### config.mk
export PLATFORM = sky130hd
export DESIGN_NAME = work_loader
export DESIGN_NICKNAME = d
export VERILOG_FILES = /design/src/rtl/miner_pkg.sv /design/src/rtl/work_loader.sv
export SDC_FILE = /design/constraint.sdc
export NUM_CORES = 1
export LEC_CHECK = 0
export CAP_MARGIN = 20
export CORE_MARGIN = 1.5
export CORE_UTILIZATION = 55
export CTS_BUF_LIST = sky130_fd_sc_hd__clkbuf_8
export DETAILED_ROUTE_END_ITERATION = 10
export GPL_ROUTABILITY_DRIVEN = 0
export HOLD_SLACK_MARGIN = 0.08
export PLACE_DENSITY = 0.9
export RECOVER_POWER = 100
export SYNTH_ARGS = -nofsm -noshare
export SYNTH_HDL_FRONTEND = slang
export SYNTH_SLANG_ARGS = --single-unit
export TNS_END_PERCENT = 5
### constraint.sdc
create_clock -name clk -period 2.8 [get_ports clk]
set_input_delay 0.56 -clock clk [delete_from_list [all_inputs] [get_ports clk]]
set_output_delay 0.56 -clock clk [all_outputs]
set_load 0.1 [all_outputs]
### src/rtl/miner_pkg.sv
// Shared definitions for the miner datapath: work-unit geometry and loader FSM states.
package miner_pkg;

  localparam int WORK_BYTES = 44;
  localparam int MIDSTATE_W = 256;
  localparam int DATA2_W    = 96;

  typedef enum logic {
    ST_IDLE = 1'b0,
    ST_RECV = 1'b1
  } state_e;

endpackage

### src/rtl/work_loader.sv
// Assembles 44-byte work units (midstate + data2 tail) from a UART byte stream,
// commits them to the miner core and drops partial frames after an inter-byte gap.
module work_loader
  import miner_pkg::*;
#(
  parameter logic [31:0] TIMEOUT_CYCLES = 32'd1000000
) (
  input  logic                  clk,
  input  logic                  rst_n,
  input  logic                  rx_valid,
  input  logic [7:0]            rx_data,
  output logic [MIDSTATE_W-1:0] midstate,
  output logic [DATA2_W-1:0]    data2,
  output logic                  start_mining,
  output logic                  frame_drop,
  output logic                  loading,
  output logic [7:0]            work_count
);

  localparam int FRAME_W = MIDSTATE_W + DATA2_W;
  // Only the first 43 bytes need storage; the 44th is taken straight from rx_data at commit.
  localparam int HOLD_W = FRAME_W - 8;
  localparam logic [5:0] LAST_BYTE = 6'(WORK_BYTES - 1);

  state_e                  state_q, state_d;
  logic [5:0]              byte_cnt_q, byte_cnt_d;
  logic [31:0]             gap_q, gap_d;
  logic [HOLD_W-1:0]       sr_q, sr_d;
  logic [MIDSTATE_W-1:0]   midstate_q, midstate_d;
  logic [DATA2_W-1:0]      data2_q, data2_d;
  logic                    start_q, start_d;
  logic                    drop_q, drop_d;
  logic [7:0]              work_count_q, work_count_d;
  logic [FRAME_W-1:0]      sr_shift;

  assign sr_shift = {sr_q, rx_data};

  always_comb begin
    state_d      = state_q;
    byte_cnt_d   = byte_cnt_q;
    gap_d        = gap_q;
    sr_d         = sr_q;
    midstate_d   = midstate_q;
    data2_d      = data2_q;
    start_d      = 1'b0;
    drop_d       = 1'b0;
    work_count_d = work_count_q;
    case (state_q)
      ST_IDLE: begin
        byte_cnt_d = '0;
        gap_d      = '0;
        if (rx_valid) begin
          sr_d       = sr_shift[HOLD_W-1:0];
          byte_cnt_d = 6'd1;
          state_d    = ST_RECV;
        end
      end
      ST_RECV: begin
        if (rx_valid) begin
          sr_d  = sr_shift[HOLD_W-1:0];
          gap_d = '0;
          if (byte_cnt_q == LAST_BYTE) begin
            midstate_d   = sr_shift[FRAME_W-1:DATA2_W];
            data2_d      = sr_shift[DATA2_W-1:0];
            start_d      = 1'b1;
            work_count_d = work_count_q + 8'd1;
            byte_cnt_d   = '0;
            state_d      = ST_IDLE;
          end else begin
            byte_cnt_d = byte_cnt_q + 6'd1;
          end
        end else if (gap_q == TIMEOUT_CYCLES - 32'd1) begin
          // A byte in the expiring cycle wins, so the drop only happens on a truly idle cycle.
          drop_d     = 1'b1;
          byte_cnt_d = '0;
          gap_d      = '0;
          state_d    = ST_IDLE;
        end else begin
          gap_d = gap_q + 32'd1;
        end
      end
      default: state_d = ST_IDLE;
    endcase
  end

  always_ff @(posedge clk) begin
    if (!rst_n) begin
      state_q      <= ST_IDLE;
      byte_cnt_q   <= '0;
      gap_q        <= '0;
      sr_q         <= '0;
      midstate_q   <= '0;
      data2_q      <= '0;
      start_q      <= 1'b0;
      drop_q       <= 1'b0;
      work_count_q <= '0;
    end else begin
      state_q      <= state_d;
      byte_cnt_q   <= byte_cnt_d;
      gap_q        <= gap_d;
      sr_q         <= sr_d;
      midstate_q   <= midstate_d;
      data2_q      <= data2_d;
      start_q      <= start_d;
      drop_q       <= drop_d;
      work_count_q <= work_count_d;
    end
  end

  assign midstate     = midstate_q;
  assign data2        = data2_q;
  assign start_mining = start_q;
  assign frame_drop   = drop_q;
  assign loading      = (state_q == ST_RECV);
  assign work_count   = work_count_q;

endmodule

# Yosys cells after proc, flatten, opt, wreduce, memory -nomap -nowiden
# Cells that the tools add are included.
totals:
  regBits: 745
  inputBits: 11
  out_inout_bits: 363
classes:
  add_sub_neg: 3
  eq_ne: 3
  muxes: 16
  n_bitwise: 2
  n_reduce_logical: 3
op_table:
  columns: ["cell", "count"]
  rows:
  - ["2-to-1 mux 344 bit", 1]
  - ["2-to-1 mux 32 bit", 2]
  - ["one-hot mux 32 bit (2 select lines)", 1]
  - ["adder 32 x 1 -> 32 bit (second input constant)", 1]
  - ["equality test 32 x 20 -> 1 bit (second input constant)", 1]
  - ["2-to-1 mux 6 bit", 3]
  - ["one-hot mux 6 bit (2 select lines)", 1]
  - ["adder 8 x 1 -> 8 bit (second input constant)", 1]
  - ["2-to-1 mux 1 bit", 7]
  - ["adder 6 x 1 -> 6 bit (second input constant)", 1]
  - ["equality test 6 bit (second input constant)", 1]
  - ["AND reduction 3 bit", 2]
  - ["!= test 3 x 2 -> 1 bit (second input constant)", 1]
  - ["OR reduction 3 bit", 1]
  - ["NOT 1 bit", 2]
  - ["one-hot mux 1 bit (2 select lines)", 1]

# Depth between registers and ports, before layout
# Gate-level depths: netlist of the first run.
depth:
  word_depth: 4
  depth_mapped: 8

# Least setup slack after synthesis of the first run
# OpenSTA, ideal clock, no wires.
synth_timing:
  path_kind: "flip-flop to flip-flop"
  startpoint: "register state_q (netlist: loading)"
  endpoint: "register work_count_q[5] (netlist: work_count[5])"
  arrival_time_ps: 2401
  setup_slack_ps: 328
  path_stages_with_launch: 6
  cell_sequence: "dfxtp_1 -> nand2_1 -> or4_1 -> clkbuf_1 -> or3_1 -> a21oi_1"
synth_between:
  elab_chain_len: 1
synth_lines:
  columns: ["item", "line", "text"]
  rows:
  - ["from (decl)", "work_loader.sv:25", "state_e state_q, state_d;"]
  - ["from (signal assigned)", "work_loader.sv:98", "state_q <= state_d;"]
  - ["AND reduction 3 bit (no line)", null, null]
  - ["to (signal assigned)", "work_loader.sv:106", "work_count_q <= work_count_d;"]
  - ["to (decl)", "work_loader.sv:33", "logic [7:0] work_count_q, work_count_d;"]
# No other way between the ends.
# A chain may end at the register's enable or synchronous reset.

# Worst setup path in the final report of the first run
layout_timing:
  startpoint: "input port rst_n"
  endpoint: "register sr_q[137]"
layout_lines:
  columns: ["item", "line", "text"]
  rows:
  - ["from (decl)", "work_loader.sv:9", "input logic rst_n,"]
  - ["to (signal assigned)", "work_loader.sv:101", "sr_q <= sr_d;"]
  - ["to (decl)", "work_loader.sv:28", "logic [HOLD_W-1:0] sr_q, sr_d;"]
# No word-level cell between the ends.

==> flow_summary_export.csv, run 1 <==
group,metric,value,unit
place,placed_area,29700,um^2
drt,via_per_inst,5.40,
die,ioPinCount,374,
sta,fin_crit,2520,ps
sta,whs,410,ps
synth,synthFlopType,"dfxtp_1",
cts,cts_made_buffers,111,
sta,final_hold_viol_count,0,
synth,yosysMostFrequentCell,"dfxtp_1",
cts,cts_tree,"yes",
job,cap_violations,2,
global_route,grt_max_degree,192,
synth,synth_largest_area_cell,"dfxtp_1",
cts,cts.sinks,745,
die,rows,79,
sta,setup_tns,0,ps
synth,synth-edff-count,0,
synth,async_flop_share,0,%
place,io_buffers,373,
drt,wirelength,64900,um
sta,worst_slew_pin_slew,1630,ps
global_route,grt_overflow_total,0,
synth,syn_area,26200,um^2
sta,setup_viol,0,
synth,avgSynthCellArea,8.98,um^2
place,dpl_worst_slack,477,ps
final_layout,finalInstanceArea,31100,um^2
worst_setup_path,worstSetupPathType,"in -> reg",
cts,cts_buffer_depth,3,
final_layout,stdcell_count,3949,
outcome,run_status,"complete, but fails checks",
power_and_ir_drop,power.leakage,12.3,nW
synth,synth_fp_nets,2927,
sta,finalWorstSetupSlack,279,ps
place,hpwlAfterDp,41200,um
cts,clk_pin_slew_worst_paths,60,ps
global_route,grt_usage,25.6,%
synth,yosys.area.top_type_share,57.0,%
sta,max_slew_margin,-8.67,%
die,dieArea,48900,um^2
synth,synth_cells,2913,
cts,ctsHoldBuffers,0,
drt,ant_nets,0,
synth,ys_types,40,
die,coreArea,46800,um^2
worst_setup_path,critPathCaptureType,"flop",
cts,cts-resized-gates,0,
power_and_ir_drop,seqPwrFrac,50.1,%
power_and_ir_drop,p_comb_share,2.3,%
place,dpl.cell_count,3738,
cts,cts_setup_buffers,0,
cts,insertion_delay,690,ps
synth,synth.area.top_cells,"dfxtp_1, mux2i_1, nand2_1, a21oi_1, nor2_1",
worst_setup_path,cp.arrival,3020,ps
synth,ys_seq_elements,745,
power_and_ir_drop,p_int,16.6,mW
sta,slew_viol_final,163,
power_and_ir_drop,p_switching,4.60,mW
cts,cts-root-buf,"clkbuf_8",
sta,fin_crit_sh,90.0,%
final_layout,fillers,3673,
global_route,grt_pass1_vias,20431,
sta,fmax,397,MHz
final_layout,drive_gt1_share,14.2,%
drt,drt-wirelength-per-cell,16.4,um
global_route,grt_pass1_wl,104000,um
power_and_ir_drop,swShare,21.7,%
worst_setup_path,crit_required,3300,ps
power_and_ir_drop,power_density,683,nW/um^2
die,initial_core_util,56.0,%
worst_setup_path,startpoint_type,"primary input",
drt,drc,19,
die,die_y,221,um
drt,drt_iter0_drc,1613,
outcome,violations,"DRC, capacitance limit, slew limit",
die,die_w,221,um
drt,vias,21321,
power_and_ir_drop,ir_drop,442,uV
final_layout,area_delta_synth_final,18.7,%
sta,skew,19.2,ps
synth,yosys-top-cells-count,"dfxtp_1, nand2_1, a21oi_1, nor2_1, mux2i_1",
final_layout,finalNetCount,3258,
power_and_ir_drop,clkPwrFrac,47.6,%
worst_setup_path,cp_max_fo,85,
worst_hold_path,hp-class,"in -> reg",
sta,rsz0062_at_grt,"no",
drt,first_pass_iters,11,
global_route,antenna_found_initial,1,
synth,yosysWarnings,0,
synth,ys_seq_area_share,57.0,%
cts,cts_max_level,3,
==> worst paths after layout <==
kind                            cells past startpoint       endpoint           from  slack, ps
worst max-delay path                                5      sr_q[137]          rst_n        280
worst min register to register                      2      data2[84]      data2[84]        450
worst min-delay path                                4  byte_cnt_q[1]       rx_valid        410
worst max register to register                      7  midstate[190]  byte_cnt_q[0]        280
==> power by group through the flow <==
| stage | logic, mW | clock network (mW) | registers [mW] |
|---|---|---|---|
| finish | 0.483 | 10.1 | 10.6 |
| CTS | 0.502 | 10.2 | 10.6 |
| global route | 0.512 | 10.7 | 10.6 |
| global placement | 0.503 | 0 | 10.9 |
| floorplan | 0.377 | 0 | 10.9 |
| detailed placement | 0.501 | 0 | 10.9 |
==> critical path, stage by stage <==
cell           delay, ps
dlygate4sd3_1        670
clkinvlp_2           180
buf_12               190
clkbuf_2            1190
nor2_1               170
==> flip-flops by register name (all words and copies together) (netlist names) <==
| name | cells |
|---|---|
| loading | 1 |
| gap_q | 32 |
| data2 | 96 |
| frame_drop | 1 |
| midstate | 256 |
| sr_q | 344 |
| start_mining | 1 |
| byte_cnt_q | 6 |
| work_count | 8 |
==> placed cells by master (no fill, tap or decap), drive strengths merged, types with 2 or more instances in the layout <==
| master | synthesis | routed |
|---|---|---|
| clkinv | 1 | 34 |
| nand4b | 2 | 2 |
| clkbuf | 188 | 512 |
| o21ai | 15 | 15 |
| buf | 19 | 47 |
| and3 | 5 | 5 |
| xor2 | 7 | 7 |
| or3 | 12 | 12 |
| o31ai | 15 | 15 |
| xnor2 | 6 | 6 |
| nand2 | 725 | 725 |
| ha | 3 | 3 |
| nand3 | 20 | 20 |
| nor2 | 361 | 361 |
| a211oi | 2 | 2 |
| bufinv | 0 | 13 |
| a21oi | 382 | 382 |
| and4 | 5 | 5 |
| inv | 9 | 20 |
| nor4 | 4 | 4 |
| dfxtp | 745 | 745 |
| nand4 | 8 | 8 |
| or4 | 18 | 18 |
| o311ai | 3 | 3 |
| clkinvlp | 0 | 10 |
| clkdlybuf4s50 | 0 | 8 |
| mux2i | 344 | 344 |
| nor3 | 2 | 2 |
==> metrics by stage <==
stage | power, mW | utilization, %
final | 21.2 | 66.4
after detailed placement | 11.4 | 63.4
after CTS | 21.4 | 69.1
after global routing | 21.9 | 66.4
after floorplan | 11.2 | -
after global placement | 11.4 | 63.4
==> cell families after synthesis <==
logic type	synth area share, %
simple gates	17.6
fa+ha+maj	0.143
compound gates	8.42
mux	13.2
flops	57.0
xor+xnor	0.435
buf+inv	3.21
==> per-layer routing <==
metal | vias to the layer above | track usage (%) | part of all wire [%] | wire length (um)
li1 | 10332 | - | - | -
met5 | - | 0 | 0 | 0
met1 | 10157 | 31.6 | 43 | 27700
met2 | 689 | 43.6 | 48 | 31500
met3 | 143 | 4.22 | 5.1 | 3310
met4 | 0 | 12.3 | 3.7 | 2380
==> layout make-up <==
| type | instances | area (um^2) | area share (%) |
|---|---|---|---|
| antenna | 1 | 2.50 | 0.00806 |
| clock buffer | 143 | 1970 | 6.34 |
| clock inverter | 67 | 669 | 2.15 |
| inverter | 10 | 38.8 | 0.125 |
| multi-input combinational | 1951 | 10400 | 33.5 |
| sequential | 745 | 14900 | 48.0 |
| tap | 607 | 759 | 2.44 |
| timing repair buffer | 425 | 2290 | 7.39 |
(Power assumes the default switching activity.)
==> run 2: changes to the inputs <==
--- a/config.mk
+++ b/config.mk
@@ -14,6 +14,7 @@
 export HOLD_SLACK_MARGIN = 0.08
 export PLACE_DENSITY = 0.9
 export RECOVER_POWER = 100
+export SLEW_MARGIN = 20
 export SYNTH_ARGS = -nofsm -noshare
 export SYNTH_HDL_FRONTEND = slang
 export SYNTH_SLANG_ARGS = --single-unit
==> results of run 2 <==
No change in the layout: final DEF, timing and power equal those of run 1.
